**src/rtl/button_conditioner.sv**
```systemverilog
// Multi-channel pushbutton conditioner: sample/slow tick enables, 2-flop sync, debounce, press/release pulses.
// Optional auto-repeat on held buttons when AUTOREPEAT_EN is defined.
module button_conditioner #(
  parameter int CLK_HZ         = 100000000,
  parameter int SAMPLE_HZ      = 1200,
  parameter int SLOW_HZ        = 15,
  parameter int N_CH           = 4,
  parameter int STABLE_SAMPLES = 4,
  parameter int ACTIVE_LOW     = 1,
  parameter int HOLD_SAMPLES   = 600
) (
  input  logic            CLKnexys,
  input  logic            RSTn,
  input  logic [N_CH-1:0] btn_raw,
  output logic [N_CH-1:0] btn_level,
  output logic [N_CH-1:0] btn_press,
  output logic [N_CH-1:0] btn_release,
  output logic            tick_sample,
  output logic            tick_slow
);

  localparam int DIV_S = CLK_HZ / SAMPLE_HZ;
  localparam int DIV_L = SAMPLE_HZ / SLOW_HZ;
  localparam int SW    = $clog2(DIV_S);
  localparam int LW    = $clog2(DIV_L);
  localparam int CW    = $clog2(STABLE_SAMPLES) + 1;

  localparam logic [SW-1:0] SAMP_MAX = SW'(DIV_S - 1);
  localparam logic [LW-1:0] SLOW_MAX = LW'(DIV_L - 1);
  localparam logic [CW-1:0] CNT_MAX  = CW'(STABLE_SAMPLES - 1);

  logic [SW-1:0]   samp_cnt_q, samp_cnt_d;
  logic [LW-1:0]   slow_cnt_q, slow_cnt_d;
  logic [N_CH-1:0] sync1_q, sync1_d;
  logic [N_CH-1:0] sync2_q;
  logic [N_CH-1:0] level_q, level_d;
  logic [N_CH-1:0] press_q, press_d;
  logic [N_CH-1:0] release_q, release_d;
  logic [CW-1:0]   cnt_q [N_CH];
  logic [CW-1:0]   cnt_d [N_CH];

  assign tick_sample = (samp_cnt_q == SAMP_MAX);
  assign tick_slow   = tick_sample && (slow_cnt_q == SLOW_MAX);

  assign btn_level   = level_q;
  assign btn_press   = press_q;
  assign btn_release = release_q;

  always_comb begin
    samp_cnt_d = tick_sample ? '0 : samp_cnt_q + SW'(1);
    slow_cnt_d = slow_cnt_q;
    if (tick_sample) begin
      slow_cnt_d = (slow_cnt_q == SLOW_MAX) ? '0 : slow_cnt_q + LW'(1);
    end
    // Polarity is corrected ahead of the first flop so sync2_q = 1 always means pressed.
    sync1_d = (ACTIVE_LOW != 0) ? ~btn_raw : btn_raw;
  end

`ifdef AUTOREPEAT_EN
  localparam int HW = $clog2(HOLD_SAMPLES + 1);
  localparam logic [HW-1:0] HOLD_MAX = HW'(HOLD_SAMPLES);

  logic [HW-1:0] hold_q [N_CH];
  logic [HW-1:0] hold_d [N_CH];
`endif

  always_comb begin
    level_d   = level_q;
    press_d   = '0;
    release_d = '0;
    for (int i = 0; i < N_CH; i++) begin
      cnt_d[i] = cnt_q[i];
      if (tick_sample) begin
        if (sync2_q[i] == level_q[i]) begin
          cnt_d[i] = '0;
        end else if (cnt_q[i] == CNT_MAX) begin
          level_d[i]   = ~level_q[i];
          cnt_d[i]     = '0;
          press_d[i]   = ~level_q[i];
          release_d[i] = level_q[i];
        end else begin
          cnt_d[i] = cnt_q[i] + CW'(1);
        end
      end
    end
`ifdef AUTOREPEAT_EN
    for (int i = 0; i < N_CH; i++) begin
      hold_d[i] = hold_q[i];
      if (!level_q[i]) begin
        hold_d[i] = '0;
      end else if (tick_sample && (hold_q[i] != HOLD_MAX)) begin
        hold_d[i] = hold_q[i] + HW'(1);
      end
      // A repeat is suppressed on the edge where the level falls so press and release never overlap.
      if (tick_slow && (hold_q[i] == HOLD_MAX) && level_d[i]) begin
        press_d[i] = 1'b1;
      end
    end
`endif
  end

  always_ff @(posedge CLKnexys or negedge RSTn) begin
    if (!RSTn) begin
      samp_cnt_q <= '0;
      slow_cnt_q <= '0;
      sync1_q    <= '0;
      sync2_q    <= '0;
      level_q    <= '0;
      press_q    <= '0;
      release_q  <= '0;
      for (int i = 0; i < N_CH; i++) begin
        cnt_q[i] <= '0;
      end
    end else begin
      samp_cnt_q <= samp_cnt_d;
      slow_cnt_q <= slow_cnt_d;
      sync1_q    <= sync1_d;
      sync2_q    <= sync1_q;
      level_q    <= level_d;
      press_q    <= press_d;
      release_q  <= release_d;
      for (int i = 0; i < N_CH; i++) begin
        cnt_q[i] <= cnt_d[i];
      end
    end
  end

`ifdef AUTOREPEAT_EN
  always_ff @(posedge CLKnexys or negedge RSTn) begin
    if (!RSTn) begin
      for (int i = 0; i < N_CH; i++) begin
        hold_q[i] <= '0;
      end
    end else begin
      for (int i = 0; i < N_CH; i++) begin
        hold_q[i] <= hold_d[i];
      end
    end
  end
`endif

endmodule

```
**config.mk**
```make
export PLATFORM = sky130hd
export DESIGN_NAME = button_conditioner
export DESIGN_NICKNAME = d
export VERILOG_FILES = /design/src/rtl/button_conditioner.sv
export SDC_FILE = /design/constraint.sdc
export NUM_CORES = 1
export LEC_CHECK = 0
export BUFFER_PORTS_ARGS = -buffer_cell sky130_fd_sc_hd__buf_2
export CORE_ASPECT_RATIO = 0.7
export CORE_MARGIN = 5
export CORE_UTILIZATION = 41
export CTS_CLUSTER_SIZE = 8
export DETAILED_ROUTE_END_ITERATION = 8
export PLACE_DENSITY = 0.59
export SYNTH_ARGS = -nofsm -noshare
export SYNTH_HDL_FRONTEND = slang
export SYNTH_SLANG_ARGS = --single-unit
```
**constraint.sdc**
```tcl
create_clock -name CLKnexys -period 2.3 [get_ports CLKnexys]
set_clock_uncertainty 0.1 [all_clocks]
set_input_delay 0.23 -clock CLKnexys [delete_from_list [all_inputs] [get_ports CLKnexys]]
set_output_delay 0.23 -clock CLKnexys [all_outputs]
set_load 0.005 [all_outputs]
```
## Yosys cells after proc, flatten, opt, wreduce, memory -nomap -nowiden

Cells that the tools add are included.

| word-level totals | value |
|---|---|
| bits of input ports | 6 |
| flip-flop bits (word level) | 56 |
| word-level logic and storage cells | 78 |
| output and inout bits | 14 |

| cells by class | value |
|---|---|
| equal/unequal tests | 10 |
| muxes and demuxes | 34 |
| add/subtract/negate cells | 6 |
| bitwise logic cells | 9 |
| reduce and logical (&&, ||, !) cells | 5 |

Operators with widths:

| kind | number |
|---|---|
| two-way mux 1 bit | 24 |
| two-way mux 3 bit | 8 |
| adder 17 x 1 -> 17 bit, second input constant | 1 |
| equality test 17 bit, second input constant | 1 |
| two-way mux 17 bit | 1 |
| adder 3 x 1 -> 3 bit, second input constant | 4 |
| equality test 3 x 2 -> 1 bit, second input constant | 4 |
| AND reduction 3 bit | 4 |
| NOT 1 bit | 8 |
| adder 7 x 1 -> 7 bit, second input constant | 1 |
| equality test 7 bit, second input constant | 1 |
| two-way mux 7 bit | 1 |
| equality test 1 bit | 4 |
| NOT 4 bit | 1 |
| logical AND 1 bit | 1 |

## Logic depth before layout (Yosys ltp)

Gate-level depths: netlist of run 1.

| logic depth | value |
|---|---|
| word-level depth | 4 |
| depth in mapped cells | 9 |
| depth with buffers taken out | 7 |

## Worst setup path before layout of run 1

OpenSTA, ideal clock, no wires.

| path | value |
|---|---|
| path kind | register to register |
| from | register samp_cnt_q[0] |
| to | register slow_cnt_q[4] |
| required time | 2075 ps |
| slack | 532 ps |
| data arrival time | 1543 ps |
| buffers on the path | 1 |
| cell stages (with the launch flop) | 9 |
| period minus slack after synthesis | 1768 ps |
| cell sequence | dfrtp_1 -> inv_1 -> ha_1 -> and4bb_2 -> nand4_4 -> inv_2 -> buf_6 -> nand3_2 -> mux2_4 |

| between the ends | value |
|---|---|
| longest elaborated chain between the ends | 1 |

RTL lines:

| item | RTL line | source |
|---|---|---|
| from (decl) | 32 | `logic [SW-1:0] samp_cnt_q, samp_cnt_d;` |
| from (signal assigned) | 115 | `samp_cnt_q <= samp_cnt_d;` |
| equality test 17 bit | 42 | `assign tick_sample = (samp_cnt_q == SAMP_MAX);` |
| to (signal assigned) | 116 | `slow_cnt_q <= slow_cnt_d;` |
| to (decl) | 33 | `logic [LW-1:0] slow_cnt_q, slow_cnt_d;` |

Every way passes these cells.
A chain may end at the register's enable or synchronous reset.

## Worst setup path after layout of run 1

| path | value |
|---|---|
| from | register samp_cnt_q[0] |
| to | output tick_slow |

| between the ends | value |
|---|---|
| longest elaborated chain between the ends | 2 |

RTL lines:

| item | RTL line | source |
|---|---|---|
| equality test 17 bit | 42 |  |
| logical AND 1 bit | 43 | `assign tick_slow = tick_sample && (slow_cnt_q == SLOW_MAX);` |
| to (decl) | 19 | `output logic tick_slow` |

Every way passes these cells.

==> run metrics, run 1 <==
Antenna Nets Post-Route 0; CP Launch Type flop; Compound-Gate Fraction of Synth Area roughly 4.4%; hold slack roughly 0.26 ns; most frequent cells after synthesis 56 x dfrtp_1, 23 x nand2_1, 20 x nor2_1, 17 x xnor2_1, 10 x nand3_1; EDFF count, synth 0; worst IR drop on VDD ~210 µV; Slew Limit Fails 0; DRC 0; TritonCTS buffer count 5; max_slew headroom roughly three fifths; Syn. warnings 0; ys async rst share 100.0%; Worst R2R Start samp_cnt_q[0]$_DFF_PN0_; later-pin clock latency in the skew report 0.31 ns; leakage power about 1.4 nW; clock slew at reported path FFs ~0.1 ns; first-pass GRT wire length roughly 7.2 mm; hpwl dp ~2.7 mm; fmax 467.2 MHz; CP arrival roughly 1.8 ns; # setup viols final 0; fin crit share between 90% and 100%; Worst R2R Setup Slack between 0.3 and 0.4 ns; syn nets between 200 and 250; WS Path Type flop to output port; Avg Inst Size Synth around 12 µm²; Initial Util between 40 and 50%; vias in the first global route ~1,500; crit path max fanout 18; Port Buffer Count 19; initial antenna violation count 0; core area approximately 0.0058 mm²; synthesized instance count between 200 and 250; nets between 200 and 300; CTS tree built; Pwr Density just under 600 mW/mm²; P&R area growth vs syn 15.49%; multiplexer share of the synthesized area under 10%; Rows 23; full die area 0.007708 mm²; Seq cells post-synth between 50 and 60; ratio of cells with drive above 1 in the final layout approximately a fifth; WHS Endpoint sync2_q[3]$_DFF_PN0_; adder-cell share of the synthesized area 3.543%; max_cap viols 0; Post-Route WL roughly 4 mm; status finished, final reports clean; final hold violation count 0; min-delay src sync1_q[3]$_DFF_PN0_; Distinct cells, synth 40; CP startpoint samp_cnt_q[0]$_DFF_PN0_; simple-gate share of the synthesized area between 20% and 30%; Place WS about 0.25 ns; final critical-path required period roughly 2.1 ns; Yosys top cell area share between 50 and 60%; chip height 74.97 µm; Vias 1,512; First-pass DRT Iterations 4; most frequent cell after synthesis dfrtp_1; FF-to-FF path depth 6; GRT overflow 0; dominant cells by area after synthesis dfrtp_1 57%, xnor2_1 6.0%, ha_1 3.5%; largest net degree at the start of global routing 32; hold depth 0; io pins 20; Post-Synth XOR/XNOR Area 6.731%; largest family of logic cells by synthesized area simple AND/OR/NAND/NOR gates; Clock Tree Root clkbuf_8; Mapped Area ~0.0025 mm²; Hold Path Class flop to flop; Final WS setup between 0.15 and 0.2 ns; area leader, netlist dfrtp_1; required time worst endpoint around 2.0 ns; Seq/Total Area, Yosys about 57%; Via density ~4.7; worst flop-to-flop path endpoint samp_cnt_q[12]$_DFF_PN0_; RSZ-0062 raised after global routing false; total power draw approximately 1.7 mW; Worst Tran Pin Value around 0.60 ns; maximum root-to-sink buffer count 2; TNS Setup 0 ns; Starting DRT DRC Count 57; htree depth 2; Post-synth top flop dfrtp_1; FILL cells ~500; Crit. End Element output port; # diodes 0; WL/cell between 10 and 15 µm; Total GRT Usage a little under an eighth; gp weighted congestion 0.7372; Die W a little over 100 µm; Sink Count 56
## report_power, final
part / switching [mW] / internal [mW]
sequential: 0.00465 / 0.991
combinational: 0.0258 / 0.0169
clock: 0.318 / 0.323
## layout make-up
cell class	count	area [µm²]	area share [%]
clock buffer	5	68.82	2.410
clock inverter	3	42.54	1.490
tap	75	93.84	3.287
multi-input combinational	142	1002	35.10
timing repair buffer	30	206.4	7.230
inverter	10	40.04	1.402
sequential	56	1401	49.08
## stage by stage
step                utilization [%]  instance area [µm²]  cells
floorplan                         -                 2472    212
global placement              46.20                 2673    306
detailed placement            46.20                 2673    306
CTS                           49.04                 2836    319
global route                  49.36                 2855    321
finish                        49.36                 2855    321
## sequential cells by signal (all words and copies together), names as in the netlist
signal	flops
cnt_q	12
sync1_q	4
slow_cnt_q	7
btn_level	4
sync2_q	4
btn_release	4
samp_cnt_q	17
btn_press	4
## per-layer routing
layer  track usage [%]  wire, µm  share of wire, %
met1             17.87      2226                56
met2             16.60      1572                39
met3             3.241       149               3.7
met4             4.741        61               1.5
met5                 0         0                 0
## worst max-delay path, cell delays in order, from the launching register on
cell and delay [ns]:
dfrtp_1 0.42, inv_1 0.07, ha_1 0.13, and4bb_2 0.25, nand4_4 0.10, buf_6 0.19
nor3_1 0.20, buf_2 0.15
## logic make-up (layout without fill, tap and decap cells)
| kind of cell | count (synthesis) | after routing |
|---|---|---|
| flip-flops | 56 | 56 |
| XOR/XNOR | 19 | 19 |
| AND/OR/NAND/NOR | 93 | 93 |
| AO/OA/AOI/OAI | 16 | 16 |
| buffers and inverters | 14 | 48 |
| multiplexers | 7 | 7 |
| adder cells (fa/ha/maj) | 7 | 7 |
## how the worst max path moves through the flow
stage | to | slack, ns | depth (start not counted)
6_report | tick_slow | 0.16 | 7
5_1_grt | tick_sample | 0.03 | 7
4_1_cts | tick_slow | 0.06 | 7
3_5_place_dp | btn_level[1]$_DFFE_PN0P_ | 0.25 | 7
3_3_place_gp | btn_level[0]$_DFFE_PN0P_ | 0.31 | 7
2_1_floorplan | slow_cnt_q[4]$_DFFE_PN0N_ | 0.53 | 8
## cells in the final DEF, fill, tap and decap left out, types with 2 or more instances in the layout
master and n:
o21ai_0 4, and2_1 2, buf_2 19, clkbuf_8 5
a21oi_1 2, mux2_4 5, nand2_1 23, nand2_2 4
ha_1 7, o21a_1 4, nand3b_1 2, xnor2_1 17
and3_1 2, nor3b_1 8, nand4_1 3, nand3_2 2
nor2_1 20, dfrtp_1 56, buf_4 4, dlygate4sd3_1 5
xor2_1 2, nor4b_4 2, nor3_1 4, nor2b_1 5
nand3_1 10, inv_1 9
## timing repair
| item | 4_1_cts | 5_1_grt |
|---|---|---|
| pin swaps | 0 | 0 |
| setup endpoints to repair | 1 | 2 |
| hold buffers | 5 | 0 |
| endpoints found under the hold margin | 29 | 0 |
| buffers inserted | 0 | 2 |
| cloned | 0 | 0 |
| gates resized for setup | 1 | 1 |
(Power assumes the default switching activity.)
==> run 2, diff against run 1 <==
CORE_ASPECT_RATIO = 0.8   (was 0.7)
PLACE_DENSITY = not set   (was 0.59)
SLEW_MARGIN = 20   (was not set)
==> run 2 against run 1 <==
Compared with the run above: register-to-register slack is essentially flat; hold slack is essentially flat; clock-buffer cell count grew 2; utilization shrank 1.1 points; critical path type unchanged.
==> run metrics, run 2 (same netlist as run 1, synthesis figures left out) <==
status finished, final reports clean; Util after Layout 48.28%; hold depth 0; Vias approximately 1,500; CP startpoint samp_cnt_q[0]$_DFF_PN0_; fmax 441.0 MHz; First-pass DRT Iterations 4; most frequent cells in the layout 56 x dfrtp_1, 23 x nand2_1, 20 x nor2_1; Total GRT Usage 11.77%; Crit. End Element output port; hold slack 0.2567 ns; DRC 0; total power draw ~1.6 mW; CTS tree built; max reg flops 17; core area around 0.006 mm²; Initial Util a little over two fifths; WHS Endpoint sync2_q[2]$_DFF_PN0_; Placed Cells incl. Taps between 300 and 400; htree depth 2; most common cell after layout, fill and taps aside dfrtp_1; nets between 200 and 300; top flop regs samp_cnt_q: 17 flops, cnt_q: 12 flops, slow_cnt_q: 7 flops; CP Launch Type flop; Via density roughly 4.6; worst flop-to-flop path endpoint btn_level[1]$_DFFE_PN0P_; Hold Path Class flop to flop; hpwl dp 2.779 mm; Top reg by flops samp_cnt_q; CP arrival a little under 2 ns; Worst Tran Pin Value roughly 0.46 ns; required time worst endpoint approximately 2.0 ns; GR Util met1 approximately 17%; crit-path cells inv_1 -> ha_1 -> and4bb_2 -> nand4_4 -> inv_2 -> buf_4 -> buf_2; Port Buffer Count 19; final critical-path required period around 2.3 ns; busiest grt layer met1; RSZ-0062 raised after global routing true; vias in the first global route 1,577; FF-to-FF path depth 7; Sink Count between 50 and 60; Die W 96.82 µm; max_slew headroom a little over two thirds; fin crit share between 90% and 100%; Final Non-Filler Cells 328; maximum root-to-sink buffer count 2; chip height approximately 80 µm; ratio of cells with drive above 1 in the final layout 20.65%; first-pass GRT wire length between 7 and 8 mm; CP max stage cell dfrtp_1; met2 GRT Util between 15 and 20%; # setup viols final 0; TNS Setup 0 ns; Place WS 0.3077 ns; GRT overflow 0; post-route cell area roughly 0.0028 mm²; Final WS setup 0.03267 ns; max_cap viols 0; Clock Tree Root clkbuf_8; Worst R2R Setup Slack between 0.3 and 0.4 ns; Pwr Density 559.0 mW/mm²; Critical Path Max Stage Delay between 0.4 and 0.5 ns; leakage power about 1.4 nW; WL/cell ~12 µm; Post-Route WL roughly 4 mm; Antenna Nets Post-Route 0; Slew Limit Fails 0; TritonCTS buffer count 5; P&R area growth vs syn 14.83%; min-delay src sync1_q[2]$_DFF_PN0_; routing usage on met3 3.843%; initial antenna violation count 0; Rows 25; final hold violation count 0; crit path max fanout 22; full die area approximately 0.0077 mm²; Starting DRT DRC Count between 60 and 70; WS Path Type flop to output port; # diodes 0; io pins 20; clock slew at reported path FFs about 0.10 ns; gp weighted congestion about 0.74; Area after DPL about 0.0027 mm²; later-pin clock latency in the skew report 0.30 ns; largest net degree at the start of global routing 23; Worst R2R Start samp_cnt_q[0]$_DFF_PN0_; worst IR drop on VDD 254.3 µV
run 2: cell type report:
class	count	area (µm²)
well taps	81	101.3
clock inverters	1	7.507
repair buffers	31	197.7
flip-flops and latches	56	1401
fillers	574	3042
multi-input cells	142	1007
inverters	10	37.54
clock buffers	7	86.33
run 2: worst max-delay path: cells and delay by family, from the launching register on:
| kind | cells | cell delay [ns] |
|---|---|---|
| buffers and inverters | 4 | 0.75 |
| DFF | 1 | 0.43 |
| and+or+nand+nor | 2 | 0.33 |
| adders and majority gates | 1 | 0.13 |
run 2: layer usage:
layer,part of all wire (%),wire length (µm),up-vias
met1,54,2144,708
met4,1.3,50,0
met5,0,0,-
li1,-,-,782
met2,40,1595,24
met3,4.6,183,6
run 2: where the power goes:
| group | switching [mW] | internal, mW |
|---|---|---|
| Combinational | 0.0256 | 0.0157 |
| Sequential | 0.00475 | 0.991 |
| Clock | 0.305 | 0.245 |
run 2: what timing repair did:
action                                  in CTS  in global routing
hold buffers                                 5                  0
endpoints found under the setup margin       0                  2
hold endpoints to repair                    23                  0
setup buffers                                0                  0
gates resized for setup                      0                  1
run 2: worst max-delay path by stage:
stage                           endpoint  cells past startpoint  slack (ns)
4_1_cts                      tick_sample                      7      0.0006
2_1_floorplan  slow_cnt_q[4]$_DFFE_PN0N_                      8        0.53
5_1_grt                      tick_sample                      7       -0.09
3_5_place_dp    btn_level[1]$_DFFE_PN0P_                      7        0.31
6_report                     tick_sample                      7        0.03
3_3_place_gp    btn_level[0]$_DFFE_PN0P_                      7        0.34
==> run 3, diff against run 2 <==
CORE_UTILIZATION = 35   (was 41)
==> run 3 against run 2 <==
Compared with the run above: clock-buffer cell count did not move; final cell count rose by 2.1%; highest routed layer unchanged; combinational power fell by 5%; critical path depth did not move; design area rose by 2.1%; fmax rose by 5.7%; sequential power barely moved; global-route usage fell by 1.9 points; sequential share of layout area fell by 1.0 points; register-to-register slack improved by 0.03 ns; first-iteration DRC count rose by 6.6%; utilization fell by 6.2 points.
==> run metrics, run 3 (same netlist as run 1, synthesis figures left out) <==
status finished, final reports clean; top flop regs samp_cnt_q: 17 flops, cnt_q: 12 flops, slow_cnt_q: 7 flops; core area a little under 0.007 mm²; chip height 85.18 µm; crit path max fanout 18; Psw around 330 µW; worst IR drop on VDD 333.1 µV; CP startpoint samp_cnt_q[1]$_DFF_PN0_; Initial Util a little over a third; htree depth 2; Top reg by flops samp_cnt_q; Vias 1,563; RSZ-0062 raised after global routing false; CTS tree built; hold depth 0; FF-to-FF path depth 8; Final WS setup ~0.16 ns; sw frac about 19%; Worst R2R Setup Slack 0.35 ns; final hold violation count 0; Worst Tran Pin Value 0.6971 ns; Port Buffer Count 19; First-pass DRT Iterations 4; Rows 27; maximum root-to-sink buffer count 2; hpwl dp approximately 2.8 mm; total area of sequential cells around 0.0014 mm²; Sink Count 56; later-pin clock latency in the skew report around 0.3 ns; Total GRT Usage under 10%; full die area between 0.008 and 0.009 mm²; post-route cell area 0.002899 mm²; io pins 20; Slew Limit Fails 0; ratio of cells with drive above 1 in the final layout between 20% and 30%; gp weighted congestion 0.7402; Post-Route WL between 4 and 5 mm; Antenna Nets Post-Route 0; Clock Tree Root clkbuf_8; footprint of the multi-input gates ~0.001 mm²; max_cap viols 0; DRC 0; most frequent cells in the layout 56 x dfrtp_1, 23 x nand2_1, 20 x nor2_1; TNS Setup 0 ns; largest net degree at the start of global routing 57; Die W approximately 100 µm; min-delay src sync1_q[2]$_DFF_PN0_; GRT overflow 0; Area after DPL between 0.002 and 0.003 mm²; nets 260; first-pass GRT wire length approximately 7.1 mm; # diodes 0; most common cell after layout, fill and taps aside dfrtp_1; Starting DRT DRC Count 65; clock slew at reported path FFs 0.10 ns; initial antenna violation count 0; Worst R2R Start samp_cnt_q[1]$_DFF_PN0_; max reg flops 17; WS Path Type flop to output port; Place WS between 0.3 and 0.4 ns; Crit. End Element output port; P&R area growth vs syn 17.26%; leakage power approximately 1.4 nW; final critical-path required period around 2.1 ns; max_slew headroom 53.53%; fmax 466.3 MHz; Seq pwr share between 50% and 60%; TritonCTS buffer count 5; Hold Path Class flop to flop; Via density approximately 4.7; fin crit share between 90 and 100%; Pwr Density 594.4 mW/mm²; CP arrival between 1.5 and 2 ns; # setup viols final 0; vias in the first global route ~1,600; WHS Endpoint sync2_q[2]$_DFF_PN0_; Comb power frac under 10%; CP Launch Type flop; internal power 1.390 mW; worst flop-to-flop path endpoint btn_level[0]$_DFFE_PN0P_; WL/cell 12.32 µm; Clk pwr share 39.9%; FILL cells 678; required time worst endpoint a little under 2 ns
-- run 3: power groups by stage --
stage | combinational, mW | clock [mW] | sequential (mW)
3_5_place_dp | 0.0358 | 0 | 1.02
5_1_grt | 0.0484 | 0.756 | 0.997
3_3_place_gp | 0.0352 | 0 | 1.01
4_1_cts | 0.0419 | 0.724 | 0.996
6_report | 0.0394 | 0.688 | 0.995
2_1_floorplan | 0.00896 | 0 | 1.01
-- run 3: per-stage QoR --
step	hold slack, ns	power (mW)	utilization, %	cells
detailed placement	0.2356	1.051	39.22	320
global route	0.2671	1.801	42.07	335
global placement	0.2342	1.050	39.22	320
floorplan	-0.1656	1.023	-	212
finish	0.2550	1.723	42.07	335
CTS	0.2595	1.761	41.78	333
-- run 3: worst max path at each step --
stage                                      to  slack [ns]
global placement     btn_level[0]$_DFFE_PN0P_        0.42
floorplan           slow_cnt_q[4]$_DFFE_PN0N_        0.53
detailed placement   btn_level[1]$_DFFE_PN0P_        0.35
global route                        tick_slow        0.03
CTS                                 tick_slow        0.09
finish                              tick_slow        0.16
-- run 3: repair_timing --
action	in CTS	in global routing
setup endpoints to repair	0	1
endpoints found under the hold margin	60	0
gates resized for setup	0	1
setup buffers	0	2
hold buffers	5	0
-- run 3: critical path, stage by stage (launching register included) --
cell	delay [ns]
dfrtp_1	0.43
inv_1	0.08
ha_1	0.14
and4bb_2	0.25
nand4_4	0.08
buf_4	0.23
nor3_2	0.17
buf_2	0.13
-- run 3: per-layer routing --
layer | track usage, % | vias up | share of wire [%]
met5 | 0 | - | 0
met4 | 3.176 | 0 | 0.58
met1 | 12.76 | 762 | 49
met3 | 3.270 | 2 | 3.3
li1 | - | 784 | -
met2 | 15.57 | 15 | 47
-- run 3: final cells by class --
cell class | count | share of cell area (%)
Timing Repair Buffer | 32 | 7.510
Clock inverter | 1 | 1.036
Clock buffer | 7 | 3.323
Inverter | 10 | 1.295
Tap cell | 87 | 3.755
Sequential cell | 56 | 48.34
Multi-Input combinational cell | 142 | 34.74
